--- src/rtl/lsu_mem_ctrl_pkg.sv ---
// Shared constants for the load/store unit: RV opcodes, funct3 encodings,
// FSM state encoding and the funct3 decode helper.
package lsu_mem_ctrl_pkg;

  localparam logic [6:0] OPC_LOAD  = 7'b0000011;
  localparam logic [6:0] OPC_STORE = 7'b0100011;

  localparam logic [2:0] F3_LB  = 3'd0;
  localparam logic [2:0] F3_LH  = 3'd1;
  localparam logic [2:0] F3_LW  = 3'd2;
  localparam logic [2:0] F3_LD  = 3'd3;
  localparam logic [2:0] F3_LBU = 3'd4;
  localparam logic [2:0] F3_LHU = 3'd5;
  localparam logic [2:0] F3_LWU = 3'd6;

  localparam logic [2:0] F3_SB = 3'd0;
  localparam logic [2:0] F3_SH = 3'd1;
  localparam logic [2:0] F3_SW = 3'd2;
  localparam logic [2:0] F3_SD = 3'd3;

  typedef enum logic [2:0] {
    ST_IDLE,
    ST_ISSUE0,
    ST_WAIT0,
    ST_ISSUE1,
    ST_WAIT1,
    ST_RESP
  } state_e;

  // size is log2 of the access width in bytes
  typedef struct packed {
    logic       legal;
    logic [1:0] size;
    logic       sign;
  } dec_t;

  // funct3[1:0] is log2(bytes) and funct3[2] marks the unsigned loads.
  function automatic dec_t decode_funct3(input logic is_load, input logic [2:0] f3,
                                         input logic wide);
    dec_t d;
    d.legal = 1'b1;
    d.size  = f3[1:0];
    d.sign  = is_load && !f3[2];
    if (f3 == 3'd7 || (!is_load && f3[2])) d.legal = 1'b0;
    if (f3[1:0] == 2'd3 || f3 == F3_LWU) d.legal = d.legal && wide;
    return d;
  endfunction

endpackage

--- src/rtl/lsu_mem_ctrl_align.sv ---
// Combinational lane logic: byte strobes over a two-beat window, store-data
// replication/shift, and load-data extraction with sign/zero extension.
module lsu_lane_align #(
  parameter  int BUS_W = 32,
  localparam int NB    = BUS_W / 8,
  localparam int OFF_W = $clog2(NB)
) (
  input  logic [1:0]         size_i,
  input  logic [OFF_W-1:0]   off_i,
  input  logic               sign_i,
  input  logic [BUS_W-1:0]   wdata_i,
  input  logic [BUS_W-1:0]   rdata0_i,
  input  logic [BUS_W-1:0]   rdata1_i,
  output logic [2*NB-1:0]    strobe_o,
  output logic [2*BUS_W-1:0] wdata_o,
  output logic [BUS_W-1:0]   rdata_o
);

  logic [2*NB-1:0]  size_mask;
  logic [BUS_W-1:0] rd_raw;
  logic [BUS_W-1:0] val_mask;
  logic             sign_bit;

  always_comb begin
    size_mask = '0;
    case (size_i)
      2'd0:    size_mask = (2*NB)'(8'h01);
      2'd1:    size_mask = (2*NB)'(8'h03);
      2'd2:    size_mask = (2*NB)'(8'h0F);
      default: size_mask = (2*NB)'(8'hFF);
    endcase
    strobe_o = size_mask << off_i;
  end

  assign wdata_o = {wdata_i, wdata_i} << {off_i, 3'b000};

  // Shifting the concatenated beats equals (beat0 >> 8*off) | (beat1 << 8*(NB-off)).
  assign rd_raw = BUS_W'({rdata1_i, rdata0_i} >> {off_i, 3'b000});

  always_comb begin
    val_mask = '1;
    sign_bit = rd_raw[BUS_W-1];
    case (size_i)
      2'd0: begin
        val_mask = BUS_W'(8'hFF);
        sign_bit = rd_raw[7];
      end
      2'd1: begin
        val_mask = BUS_W'(16'hFFFF);
        sign_bit = rd_raw[15];
      end
      2'd2: begin
        val_mask = BUS_W'(32'hFFFF_FFFF);
        sign_bit = rd_raw[31];
      end
      default: begin
        val_mask = '1;
        sign_bit = rd_raw[BUS_W-1];
      end
    endcase
    rdata_o = (rd_raw & val_mask) | ((sign_i && sign_bit) ? ~val_mask : '0);
  end

endmodule

--- src/rtl/lsu_mem_ctrl.sv ---
// Load/store unit: accepts one access from execute, runs one or two aligned
// req/gnt(/rvalid) bus beats and returns a single-cycle response.
module lsu_mem_ctrl
  import lsu_mem_ctrl_pkg::*;
#(
  parameter int BUS_W          = 32,
  parameter int ADDR_W         = 32,
  parameter bit MISALIGN_SPLIT = 1'b1
) (
  input  logic                 clk_i,
  input  logic                 rst_ni,
  input  logic                 req_valid_i,
  output logic                 req_ready_o,
  input  logic [31:0]          req_instr_i,
  input  logic [ADDR_W-1:0]    req_addr_i,
  input  logic [BUS_W-1:0]     req_wdata_i,
  output logic                 resp_valid_o,
  output logic [BUS_W-1:0]     resp_rdata_o,
  output logic                 resp_err_o,
  output logic                 mem_req_o,
  input  logic                 mem_gnt_i,
  output logic [ADDR_W-1:0]    mem_addr_o,
  output logic                 mem_wen_o,
  output logic                 mem_ren_o,
  output logic [BUS_W/8-1:0]   mem_wstrobe_o,
  output logic [BUS_W-1:0]     mem_wdata_o,
  input  logic                 mem_rvalid_i,
  input  logic [BUS_W-1:0]     mem_rdata_i
);

  localparam int NB    = BUS_W / 8;
  localparam int OFF_W = $clog2(NB);

  state_e            state_q;
  logic [1:0]        size_q;
  logic [OFF_W-1:0]  off_q;
  logic              sign_q;
  logic              load_q;
  logic              split_q;
  logic [ADDR_W-1:0] addr1_q;
  logic [NB-1:0]     strobe1_q;
  logic [BUS_W-1:0]  wdata1_q;
  logic [BUS_W-1:0]  rdata0_q;

  logic              resp_valid_q;
  logic [BUS_W-1:0]  resp_rdata_q;
  logic              resp_err_q;
  logic              mem_req_q;
  logic [ADDR_W-1:0] mem_addr_q;
  logic              mem_wen_q;
  logic              mem_ren_q;
  logic [NB-1:0]     mem_strobe_q;
  logic [BUS_W-1:0]  mem_wdata_q;

  logic              is_load;
  logic              is_store;
  dec_t              dec;
  logic [OFF_W-1:0]  req_off;
  logic [ADDR_W-1:0] req_base;
  logic              in_idle;
  logic              need_hi;
  logic              unused_instr;

  logic [1:0]         al_size;
  logic [OFF_W-1:0]   al_off;
  logic               al_sign;
  logic [BUS_W-1:0]   al_rdata0;
  logic [BUS_W-1:0]   al_rdata1;
  logic [2*NB-1:0]    al_strobe;
  logic [2*BUS_W-1:0] al_wdata;
  logic [BUS_W-1:0]   al_rdata;

  assign is_load      = req_instr_i[6:0] == OPC_LOAD;
  assign is_store     = req_instr_i[6:0] == OPC_STORE;
  assign dec          = decode_funct3(is_load, req_instr_i[14:12], BUS_W == 64);
  assign req_off      = req_addr_i[OFF_W-1:0];
  assign req_base     = {req_addr_i[ADDR_W-1:OFF_W], {OFF_W{1'b0}}};
  assign unused_instr = ^{req_instr_i[31:15], req_instr_i[11:7]};

  // The aligner sees the incoming request while idle and the latched access otherwise.
  assign in_idle   = state_q == ST_IDLE;
  assign al_size   = in_idle ? dec.size : size_q;
  assign al_off    = in_idle ? req_off : off_q;
  assign al_sign   = in_idle ? dec.sign : sign_q;
  assign al_rdata0 = (state_q == ST_WAIT0) ? mem_rdata_i : rdata0_q;
  assign al_rdata1 = (state_q == ST_WAIT1) ? mem_rdata_i : '0;
  assign need_hi   = |al_strobe[2*NB-1:NB];

  lsu_lane_align #(
    .BUS_W (BUS_W)
  ) u_align (
    .size_i   (al_size),
    .off_i    (al_off),
    .sign_i   (al_sign),
    .wdata_i  (req_wdata_i),
    .rdata0_i (al_rdata0),
    .rdata1_i (al_rdata1),
    .strobe_o (al_strobe),
    .wdata_o  (al_wdata),
    .rdata_o  (al_rdata)
  );

  always_ff @(posedge clk_i or negedge rst_ni) begin
    if (!rst_ni) begin
      state_q      <= ST_IDLE;
      size_q       <= '0;
      off_q        <= '0;
      sign_q       <= 1'b0;
      load_q       <= 1'b0;
      split_q      <= 1'b0;
      addr1_q      <= '0;
      strobe1_q    <= '0;
      wdata1_q     <= '0;
      rdata0_q     <= '0;
      resp_valid_q <= 1'b0;
      resp_rdata_q <= '0;
      resp_err_q   <= 1'b0;
      mem_req_q    <= 1'b0;
      mem_addr_q   <= '0;
      mem_wen_q    <= 1'b0;
      mem_ren_q    <= 1'b0;
      mem_strobe_q <= '0;
      mem_wdata_q  <= '0;
    end else begin
      resp_valid_q <= 1'b0;
      resp_err_q   <= 1'b0;
      resp_rdata_q <= '0;
      case (state_q)
        ST_IDLE: begin
          if (req_valid_i) begin
            size_q    <= dec.size;
            off_q     <= req_off;
            sign_q    <= dec.sign;
            load_q    <= is_load;
            split_q   <= need_hi;
            addr1_q   <= req_base + ADDR_W'(NB);
            strobe1_q <= al_strobe[2*NB-1:NB];
            wdata1_q  <= is_store ? al_wdata[2*BUS_W-1:BUS_W] : '0;
            if (!(is_load || is_store)) begin
              state_q      <= ST_RESP;
              resp_valid_q <= 1'b1;
            end else if (!dec.legal || (need_hi && !MISALIGN_SPLIT)) begin
              state_q      <= ST_RESP;
              resp_valid_q <= 1'b1;
              resp_err_q   <= 1'b1;
            end else begin
              state_q      <= ST_ISSUE0;
              mem_req_q    <= 1'b1;
              mem_addr_q   <= req_base;
              mem_wen_q    <= is_store;
              mem_ren_q    <= is_load;
              mem_strobe_q <= al_strobe[NB-1:0];
              mem_wdata_q  <= is_store ? al_wdata[BUS_W-1:0] : '0;
            end
          end
        end
        ST_ISSUE0: begin
          if (mem_gnt_i) begin
            if (load_q) begin
              state_q   <= ST_WAIT0;
              mem_req_q <= 1'b0;
              mem_ren_q <= 1'b0;
            end else if (split_q) begin
              state_q      <= ST_ISSUE1;
              mem_addr_q   <= addr1_q;
              mem_strobe_q <= strobe1_q;
              mem_wdata_q  <= wdata1_q;
            end else begin
              state_q      <= ST_RESP;
              resp_valid_q <= 1'b1;
              mem_req_q    <= 1'b0;
              mem_wen_q    <= 1'b0;
            end
          end
        end
        ST_WAIT0: begin
          if (mem_rvalid_i) begin
            if (split_q) begin
              state_q      <= ST_ISSUE1;
              rdata0_q     <= mem_rdata_i;
              mem_req_q    <= 1'b1;
              mem_ren_q    <= 1'b1;
              mem_addr_q   <= addr1_q;
              mem_strobe_q <= strobe1_q;
            end else begin
              state_q      <= ST_RESP;
              resp_valid_q <= 1'b1;
              resp_rdata_q <= al_rdata;
            end
          end
        end
        ST_ISSUE1: begin
          if (mem_gnt_i) begin
            mem_req_q <= 1'b0;
            mem_ren_q <= 1'b0;
            mem_wen_q <= 1'b0;
            if (load_q) begin
              state_q <= ST_WAIT1;
            end else begin
              state_q      <= ST_RESP;
              resp_valid_q <= 1'b1;
            end
          end
        end
        ST_WAIT1: begin
          if (mem_rvalid_i) begin
            state_q      <= ST_RESP;
            resp_valid_q <= 1'b1;
            resp_rdata_q <= al_rdata;
          end
        end
        ST_RESP:  state_q <= ST_IDLE;
        default:  state_q <= ST_IDLE;
      endcase
    end
  end

  assign req_ready_o   = in_idle;
  assign resp_valid_o  = resp_valid_q;
  assign resp_rdata_o  = resp_rdata_q;
  assign resp_err_o    = resp_err_q;
  assign mem_req_o     = mem_req_q;
  assign mem_addr_o    = mem_addr_q;
  assign mem_wen_o     = mem_wen_q;
  assign mem_ren_o     = mem_ren_q;
  assign mem_wstrobe_o = mem_strobe_q;
  assign mem_wdata_o   = mem_wdata_q;

endmodule

--- config.mk ---
export PLATFORM = sky130hd
export DESIGN_NAME = lsu_mem_ctrl
export DESIGN_NICKNAME = d
export VERILOG_FILES = /design/src/rtl/lsu_mem_ctrl_pkg.sv /design/src/rtl/lsu_mem_ctrl_align.sv /design/src/rtl/lsu_mem_ctrl.sv
export SDC_FILE = /design/constraint.sdc
export NUM_CORES = 1
export LEC_CHECK = 0
export ABC_AREA = 1
export BUFFER_PORTS_ARGS = -buffer_cell sky130_fd_sc_hd__buf_2
export CORE_MARGIN = 5
export CORE_UTILIZATION = 25
export CTS_BUF_LIST = sky130_fd_sc_hd__clkbuf_4 sky130_fd_sc_hd__clkbuf_8 sky130_fd_sc_hd__clkbuf_16
export CTS_CLUSTER_SIZE = 12
export DETAILED_ROUTE_END_ITERATION = 10
export GPL_TIMING_DRIVEN = 0
export SETUP_SLACK_MARGIN = 0.1
export SYNTH_ARGS = -nofsm -noshare
export SYNTH_HDL_FRONTEND = slang
export SYNTH_SLANG_ARGS = --single-unit
--- constraint.sdc ---
create_clock -name clk_i -period 1.9 [get_ports clk_i]
set_input_delay 0 -clock clk_i [delete_from_list [all_inputs] [get_ports clk_i]]
set_output_delay 0 -clock clk_i [all_outputs]
set_load 0.05 [all_outputs]
* Word level (Yosys, flattened, before mapping)
Index checks and enable logic that the tools add are counted.
Operators by class: muxes and demuxes 87, reduce and logical (&&, ||, !) cells 23, shift-type cells 3, bitwise logic cells 3, $add $sub $neg 1, eq/ne operators 24
Operator list (number):
- $mux 32 | 21
- $pmux 32 s2 | 3
- $pmux 32 s3 | 1
- $shl 64x5->64 | 1
- $shr 64x5->32 | 1
- $mux 1 | 36
- $add 32x3->32 const B | 1
- $and 32x32->32 | 1
- $not 32->32 | 1
- $or 32x32->32 | 1
- $mux 4 | 7
- $mux 3 | 9
- $pmux 8 s3 | 1
- $ne 2x2->1 const B | 11
- $reduce_and 9->1 | 2
- $pmux 3 s5 | 1
- $reduce_and 7->1 | 2
- $pmux 4 s3 | 1
- $eq 3x3->1 const B | 3
- $pmux 1 s4 | 2
- $reduce_and 8->1 | 1
- $shl 8x2->8 | 1
- $eq 7x2->1 const B | 1
- $eq 7x6->1 const B | 1
- other kinds (22) | 31
Storage, ports and cells: input bits 133, output and inout bits 106, flip-flop bits (word level) 215

* Longest topological paths before layout
Gate-level depths: netlist of the first run.
depth in word-level cells 10, gate-level depth with buffers 14, mapped depth without buffers 11

* Cells and area by module
Synthesis of the first run repeated with hierarchy kept, for this count alone.
Second synthesis, totals: cells, all modules 1943, area total of the unflattened synthesis 12953.7 µm²
Modules (own cells, without submodules):
- lsu_mem_ctrl | area each 10924.2 µm², instances 1, cells an instance 1516
- lsu_lane_align | area each 2029.4 µm², instances 1, cells an instance 427

* Worst setup path after synthesis of the first run
Ideal clock, no wire load.
kind reg-to-reg, from register state_q[2], to register resp_rdata_q[21] (netlist: resp_rdata_o[21]), setup time 142 ps, cell stages (with the launch flop) 11, data arrival time 1759 ps, clock period less this slack 1901 ps, required time 1758 ps, slack -1 ps, cell sequence dfrtp_1 nor2_4 nand3_1 nand2_2 buf_4 inv_4 nor2_4 nand3_2 nand3_2 buf_6 a21oi_2
Between the ends: cells in the longest elaborated chain, start to end 10, elaborated cells between the ends (all ways) 22, classes of those cells eq/ne: 3; shift: 1; mux: 12; bitwise: 3; reduce/logical: 3
RTL lines:
- start: declaration | line lsu_mem_ctrl.sv:34 | state_e state_q;
- start signal: assignment | line lsu_mem_ctrl.sv:105 | state_q <= ST_IDLE;
- start signal: assignment | line lsu_mem_ctrl.sv:140 | state_q <= ST_RESP;
- start signal: assignment | line lsu_mem_ctrl.sv:143 | state_q <= ST_RESP;
- $eq 3x2->1, or another cell as far along | line lsu_mem_ctrl.sv:85, lsu_mem_ctrl.sv:128
- $mux 32, or another cell as far along | line lsu_mem_ctrl.sv:85 | assign al_rdata0 = (state_q == ST_WAIT0) ? mem_rdata_i : rdata0_q;
- $shr 64x5->32, or another cell as far along | line lsu_mem_ctrl_align.sv:38 | assign rd_raw = BUS_W'({rdata1_i, rdata0_i} >> {off_i, 3'b000});
- $pmux 1 s2 / $pmux 32 s2 (equally long branches) | line lsu_mem_ctrl_align.sv:43 | case (size_i)
- $logic_and 1x1->1 / $not 32->32 (equally long branches) | line lsu_mem_ctrl_align.sv:61 | rdata_o = (rd_raw & val_mask) | ((sign_i && sign_bit) ? ~val_mask : '0);
- $mux 32 | line lsu_mem_ctrl_align.sv:61
- $or 32x32->32 | line lsu_mem_ctrl_align.sv:61
- $mux 32 | line lsu_mem_ctrl.sv:178 | if (split_q) begin
- $mux 32 | line lsu_mem_ctrl.sv:177 | if (mem_rvalid_i) begin
- $pmux 32 s2 (*) | line lsu_mem_ctrl.sv:128 | case (state_q)
- end signal: assignment | line lsu_mem_ctrl.sv:188 | resp_rdata_q <= al_rdata;
- end signal: assignment | line lsu_mem_ctrl.sv:209 | resp_rdata_q <= al_rdata;
- end: declaration | line lsu_mem_ctrl.sv:46 | logic [BUS_W-1:0] resp_rdata_q;
Every way passes the cells marked *; elsewhere a longest branch is shown, timed or not. A chain may end at the register's enable or synchronous reset.

* Worst setup path in the final report of the first run
from register state_q[0], to register resp_rdata_q[8] (netlist: resp_rdata_o[8])
The elaborated chain is that of the path after synthesis.

==> results by group, run 1 <==
Outcome
  – Status: complete, but fails checks
  – Failing checks: negative setup slack

Worst setup path
  – Critical Path, Cell by Cell: nor2_4 -> buf_6 -> nand3_4 -> nand2_4 -> buf_8 -> buf_12 -> buf_12 -> nand2_4 -> nand3_2 -> nand2_2 -> o21bai_4 -> nand2_8 -> nor2_4
  – Worst endpoint data arrival time: 2.57 ns
  – CP startpoint kind: register
  – Crit-path slowest cell: dfrtp_2
  – R2r startpoint: state_q[0]
  – Critical-path maximum fanout: 8
  – Worst setup path startpoint: state_q[0]
  – Crit Path Class: register to register
  – Required @ worst endpoint: 2.37 ns
  – Setup crit end kind: register
  – Crit-path max cell delay: 0.44 ns

Timing
  – RSZ-0062 raised after global routing: true
  – Period minus WS final: 2.106 ns
  – Final hold violations: 0
  – Skew final: 0.01378 ns
  – Final period util: 110.9%
  – Final Setup Violations: 116
  – Pins Over Slew Limit: 0
  – PnR worst setup slack: -0.2063 ns
  – Fmax achieved: 0.4748 GHz
  – Final hold slack: 0.01659 ns
  – Relative slew slack: 63.27%
  – Tightest Pin Transition: 0.5510 ns

Synth
  – Avg Inst Size Synth: 7.169 sq um
  – Synth Instances: 1,644
  – Fraction of synthesized area in multiplexers: 0.09555%
  – Post-Synth XOR/XNOR Area: 1.635%
  – Async S/R FF share, synth: 100.0%
  – Synth unique cells: 41
  – Post-synth EDFFs: 0
  – Post-Synth Simple-Gate Area: 30.98%
  – Largest family of logic cells by synthesized area: simple AND/OR/NAND/NOR gates
  – Post-synthesis compound-gate area fraction: 14.57%
  – Synth warnings: 0
  – Synth Area in Adders: 0.1062%
  – Fraction of the yosys area taken by sequential cells: 44.80%
  – Number of synthesized register bits: 211
  – Synth Cell Area: 11,790 sq um
  – Ys flop type: dfrtp_1

GRT
  – Gr ovfl total: 0
  – Vias in the first global route: 12,580
  – Global-route wire length before repair: 73,950 um
  – Total GRT Usage: 18.33%
  – Initial antenna violation count: 2
  – Largest net degree at the start of global routing: 95

Drt
  – First DRT Iteration DRCs: 1,072
  – TritonRoute pass-1 iters: 6
  – Overall routed net length: 51,390 um
  – DR vias/cell: 4.860
  – DRC Markers: 0
  – DRT antenna net count: 0
  – Vias: 13,220
  – Drt wl/cell: 18.89 um

Cells and area
  – Sequential cell area: 5283 sq um
  – Multi-input gate area: 6788 sq um
  – Fin area: 18,500 sq um
  – Filler instances: 4,704
  – Final net count: 2,226
  – Area grow syn2layout: 56.96%
  – Layout cells sized above 1: 34.27%

Power and ir drop
  – Worst IR drop on VDD: 1.315 mV
  – Total power divided by cell area: 1828 nW/um^2
  – Leak: 9.174 nW

Floorplan
  – # IOs: 239
  – Num rows: 79
  – Area of the die: 51,580 sq um
  – DIE WIDTH: 227.1 um
  – Vert. Die Dim: 227.1 um
  – Core area: 46,560 sq um
  – Initial core utilization: 25.31%

Place
  – Post-DP Area: 13,740 sq um
  – IO Port Bufs: 214
  – Routability congestion estimate: 0.9663
  – Post-detail-place hpwl: 36,230 um

Min path
  – Hold crit path type: input pin to register
  – Hold path startpoint: req_valid_i

CTS
  – Max Root-Sink Buffers: 3
  – TritonCTS clock tree: built
  – Clock H-tree levels: 1
  – Root buffer cell: clkbuf_16
  – Worst-path clk slew: 0.06 ns
  – Clk sinks: 211
  – Total CTS buffers: 26
  – Clock latency on the worst-skew pair: 0.55 ns

Run
  – Max-cap violations: 0
## stage by stage
| step | setup TNS (ns) | power (mW) | util [%] | worst slack, ns | instances |
|---|---|---|---|---|---|
| 5_1_grt | -18.64 | 35.63 | 39.72 | -0.2525 | 2719 |
| 3_5_place_dp | -78.22 | 21.47 | 29.52 | -0.6081 | 2468 |
| 4_1_cts | -8.024 | 29.26 | 35.74 | -0.1720 | 2661 |
| 6_report | -8.956 | 33.81 | 39.73 | -0.2063 | 2721 |
| 3_3_place_gp | -711.30 | 21.30 | 29.38 | -3.041 | 2466 |
| 2_1_floorplan | 0 | 16.81 | - | 0.04870 | 1645 |
## registers in the layout (all words and copies together), names as in the netlist
name and count:
addr1_q 30, load_q 1, mem_addr_o 30, mem_ren_o 1, mem_req_o 1, mem_wdata_o 32
mem_wen_o 1, mem_wstrobe_o 4, off_q 2, rdata0_q 32, resp_err_o 1, resp_rdata_o 32
resp_valid_o 1, sign_q 1, size_q 2, split_q 1, state_q 3, strobe1_q 4
wdata1_q 32
## logic make-up (layout without fill, tap and decap cells)
logic type | after synthesis | count (layout)
AO/OA/AOI/OAI | 306 | 306
adder cells (fa/ha/maj) | 1 | 1
multiplexers | 1 | 1
buffers and inverters | 213 | 678
XOR/XNOR | 22 | 22
flip-flops | 211 | 211
AND/OR/NAND/NOR | 889 | 889
other | 1 | 6
## cell usage after synthesis (12+ instances only)
cell type / instances / share of area (%)
buf_2: 36 / 1.5
nand3_1: 92 / 3.9
inv_1: 108 / 3.4
nor3_1: 20 / 0.85
dfrtp_1: 211 / 45
nor2_1: 71 / 2.3
clkbuf_1: 36 / 1.1
a21oi_1: 56 / 2.4
o21ai_0: 165 / 7.0
nand2_1: 668 / 21
inv_2: 12 / 0.38
o21ai_1: 20 / 0.85
xor2_1: 21 / 1.6
o211ai_1: 30 / 1.9
## power by group
group          internal, mW  switching (mW)  leakage, nW
Sequential             5.75           0.646         2.78
Clock                  3.09            2.03        0.439
Combinational          8.15            14.1         5.96
## worst max-delay path: cells and delay by family, from the launching register on
kind,cells,cell delay [ns]
buffers and inverters,4,0.58
DFF,1,0.44
AOI/OAI and AO/OA,1,0.20
and+or+nand+nor,8,0.80
## what timing repair did
action	4_1_cts	5_1_grt
setup buffers	33	47
pin swaps	32	101
hold buffers	111	1
cloned	3	13
endpoints found under the setup margin	208	207
endpoints found under the hold margin	374	2
gates resized for setup	198	433
## layout by cell type (no fill, tap or decap), types with 7 or more instances in the layout
cell and count:
nand2_1 566, buf_2 217, dfrtp_1 209, dlygate4sd3_1 110, inv_1 104, o21ai_0 94, nand2_2 84, buf_4 71
nand3_1 69, o21ai_1 58, nor2_1 52, buf_6 39, clkbuf_16 36, o211ai_1 30, a21oi_1 28, buf_8 27
o21ai_2 26, a21oi_2 26, nand3_2 22, nand2_4 22, xor2_1 21, nor2_4 18, buf_12 14, nor3_1 13
clkbuf_4 12, a21oi_4 12, nor2_2 8, o21ai_4 7, nor3_2 7
## per-layer routing
| metal | GRT usage [%] | vias to the layer above | wire length [um] |
|---|---|---|---|
| li1 | - | 6192 | - |
| met1 | 25.54 | 6345 | 22180 |
| met2 | 29.66 | 583 | 23600 |
| met3 | 3.146 | 103 | 3851 |
| met4 | 4.900 | 0 | 1749 |
| met5 | 0 | - | 0 |
## cell type report
type | instances | share of cell area [%]
multi-input cells | 1221 | 36.70
flip-flops and latches | 211 | 28.56
repair buffers | 421 | 17.82
plain buffers | 88 | 5.242
clock buffers | 38 | 4.200
well taps | 607 | 4.106
inverters | 122 | 2.787
clock inverters | 8 | 0.5005
diodes | 4 | 0.05411
repair inverters | 1 | 0.03382
## worst paths after layout
kind | to | slack (ns) | cells past startpoint
max in group asynchronous | mem_addr_o[28] | 0.83 | 4
hold / removal | state_q[2] | 0.02 | 5
min in group asynchronous | resp_rdata_o[14] | 0.54 | 4
setup / recovery | resp_rdata_o[8] | -0.21 | 13
setup reg to reg | resp_rdata_o[8] | -0.21 | 13
hold reg to reg | mem_addr_o[27] | 0.46 | 2
Power figures use the tool's default switching activity.
==> inputs of run 2 (changes only) <==
- BUFFER_PORTS_ARGS: -buffer_cell sky130_fd_sc_hd__buf_2 -> -buffer_cell sky130_fd_sc_hd__buf_4
- CORE_ASPECT_RATIO: unset -> 1.25
- GPL_TIMING_DRIVEN: 0 -> unset
==> results by group, run 2 (synthesis gave the netlist of run 1 again) <==
Power and ir drop
  – Worst IR drop on VDD: 0.9155 mV (-30%)
  – Leak: 9.172 nW (about the same)
  – Total power divided by cell area: 1769 nW/um^2 (-3.2%)
  – Overall power: 32.99 mW (-2.4%)

GRT
  – Largest net degree at the start of global routing: 57 (-40%)
  – Initial antenna violation count: 0 (-2)
  – Gr ovfl total: 0 (unchanged)
  – Global-route wire length before repair: 71,500 um (-3.3%)
  – Total GRT Usage: 17.33% (-1.0 points)
  – Vias in the first global route: 12,930 (+2.8%)

Worst setup path
  – Delay-heaviest family, CP: buffers and inverters
  – R2r setup slk: -0.03 ns (+0.17 ns)
  – Critical Path, Cell by Cell: nor2_4 -> buf_6 -> nand3_2 -> nand2_4 -> inv_8 -> buf_12 -> o211ai_1 -> buf_4 -> nand2_2 -> nand2_2 -> nand2_1
  – Worst endpoint data arrival time: 2.37 ns (-0.20 ns)
  – Required @ worst endpoint: 2.34 ns (-0.03 ns)
  – Crit-path slowest cell: dfrtp_1
  – Worst-case reg-to-reg path depth: 11 (-2)
  – Crit Path Class: register to register
  – CP startpoint kind: register
  – Crit-path max cell delay: 0.41 ns (-0.03 ns)
  – CP Buf/Inv Count: 4 (unchanged)
  – R2r startpoint: state_q[0]
  – Reg2reg end: mem_wdata_o[26]
  – Most Frequent Cell on Critical Path: nand2_2
  – Critical-path maximum fanout: 16 (+8)
  – Setup crit end kind: register

Floorplan
  – Core area: 46,990 sq um (+0.94%)
  – Vert. Die Dim: 252.7 um (+11%)
  – DIE WIDTH: 204.2 um (-10%)
  – Initial core utilization: 25.08% (-0.24 points)
  – Num rows: 89 (+13%)
  – Area of the die: 51,610 sq um (about the same)
  – # IOs: 239 (unchanged)

Cells and area
  – Layout cells sized above 1: 29.87% (-4.4 points)
  – Multi-input gate area: 6280 sq um (-7.5%)
  – Fin cells: 2,748 (+0.99%)
  – Filler instances: 4,739 (+0.74%)
  – Commonest non-fill, non-tap cell in the layout: nand2_1
  – Util after Layout: 39.69% (-0.042 points)
  – Leading cell types in the layout, fill and taps excluded: nand2_1, buf_4, dfrtp_1, dlygate4sd3_1, inv_1
  – Sequential cell area: 5281 sq um (about the same)
  – Area grow syn2layout: 58.26%
  – Final net count: 2,224 (-0.090%)

Timing
  – Final hold violations: 0 (unchanged)
  – Pins Over Slew Limit: 0 (unchanged)
  – Final Setup Violations: 21 (-82%)
  – Setup TNS: -0.3677 ns (+8.588 ns)
  – Period minus WS final: 1.934 ns (-0.1724 ns)
  – Fmax achieved: 0.5171 GHz (+8.9%)
  – PnR worst setup slack: -0.03398 ns (+0.1724 ns)
  – RSZ-0062 raised after global routing: true
  – Final period util: 101.8% (-9.1 points)
  – Skew final: 0.008910 ns (-0.004872 ns)

Min path
  – Hold path endpoint: state_q[2]
  – Hold path startpoint: req_valid_i
  – Hold Path Depth: 5 (unchanged)
  – Hold crit path type: input pin to register

Outcome
  – Status: complete, but fails checks
  – Failing checks: negative setup slack

Drt
  – TritonRoute pass-1 iters: 5 (-1)
  – DRT antenna net count: 0 (unchanged)
  – First DRT Iteration DRCs: 869 (-19%)
  – DR top layer: met4
  – Routed wire length on met2: 24,170 um (+2.4%)
  – DR vias/cell: 4.711 (-3.1%)
  – DRC Markers: 0 (unchanged)
  – Overall routed net length: 47,430 um (-7.7%)
  – Vias: 12,950 (-2.1%)
  – Metal3 WL: 2607 um (-32%)
  – WL met1: 18,260 um (-18%)
  – Drt wl/cell: 17.26 um (-8.6%)

CTS
  – Clk sinks: 211 (unchanged)
  – Total CTS buffers: 26 (unchanged)
  – Root buffer cell: clkbuf_16
  – TritonCTS clock tree: built
  – Clock latency on the worst-skew pair: 0.55 ns (about the same)
  – Max Root-Sink Buffers: 3 (unchanged)
  – Worst-path clk slew: 0.06 ns (about the same)
  – Clock H-tree levels: 1 (unchanged)

Place
  – Placed cells: 2,543 (+3.0%)
  – Routability congestion estimate: 0.9186 (-4.9%)
  – Post-detail-place hpwl: 32,000 um (-12%)
  – IO Port Bufs: 214 (unchanged)

Run
  – Max-cap violations: 0 (unchanged)
[run 2: cell types whose count changed in the layout (fill, tap and decap cells not counted), moves of 11 or more]
cell	before	now
nand2_2	84	38
o21ai_2	26	13
buf_4	71	323
nand2_4	22	9
buf_2	217	1
buf_6	39	24
buf_12	14	25
buf_8	27	8
nand2_1	566	625
[run 2: area by class of cell]
class | instances | share of cell area [%]
clock inverter | 9 | 0.6708
tap | 637 | 4.273
clock buffer | 38 | 4.334
antenna | 2 | 0.02683
inverter | 122 | 2.697
sequential | 211 | 28.32
timing repair buffer | 508 | 26.01
multi-input combinational | 1221 | 33.67
[run 2: power breakdown]
group | internal, mW | total (mW) | switching, mW
Sequential | 5.75 | 6.41 | 0.662
Clock | 3.34 | 5.42 | 2.08
Combinational | 8.42 | 21.2 | 12.7
Total | 17.5 | 33.0 | 15.5
[run 2: worst register-to-register path, stage by stage, from the launching register on]
cell      delay, ns
dfrtp_1        0.41
nor2_4         0.19
buf_6          0.16
nand3_2        0.09
nand2_4        0.14
inv_8          0.07
buf_12         0.16
o211ai_1       0.29
buf_4          0.18
nand2_2        0.04
nand2_2        0.05
nand2_1        0.04
[run 2: through the flow]
step           setup slack, ns  instance area, sq um  hold slack, ns
2_1_floorplan          0.04870                 11850         -0.2956
3_3_place_gp          -0.09308                 15070        -0.04246
3_5_place_dp           -0.1462                 15070        -0.03638
4_1_cts               -0.02540                 17970         0.01202
5_1_grt                -0.1663                 18650         0.03073
6_report              -0.03398                 18650         0.02886
[run 2: how the worst max path moves through the flow]
stage,cells past startpoint,end,from
after global placement,10,mem_addr_o[17],state_q[2]
after floorplan,12,mem_wdata_o[24],state_q[0]
after CTS,12,resp_rdata_o[14],state_q[2]
after detailed placement,10,mem_addr_o[17],state_q[2]
final,11,mem_wdata_o[26],state_q[0]
after global routing,13,mem_wstrobe_o[3],state_q[0]
[run 2: what timing repair did]
action,4_1_cts,5_1_grt
resized for setup,145,150
hold buffers,112,0
setup buffers,19,8
hold endpoints to repair,386,0
pin swaps,37,50
cloned,9,9
endpoints found under the setup margin,128,173
[run 2: per-layer routing]
layer | global-route usage (%) | vias up
li1 | - | 6198
met1 | 20.06 | 6169
met2 | 31.27 | 445
met3 | 2.490 | 133
met4 | 8.388 | 0
met5 | 0 | -
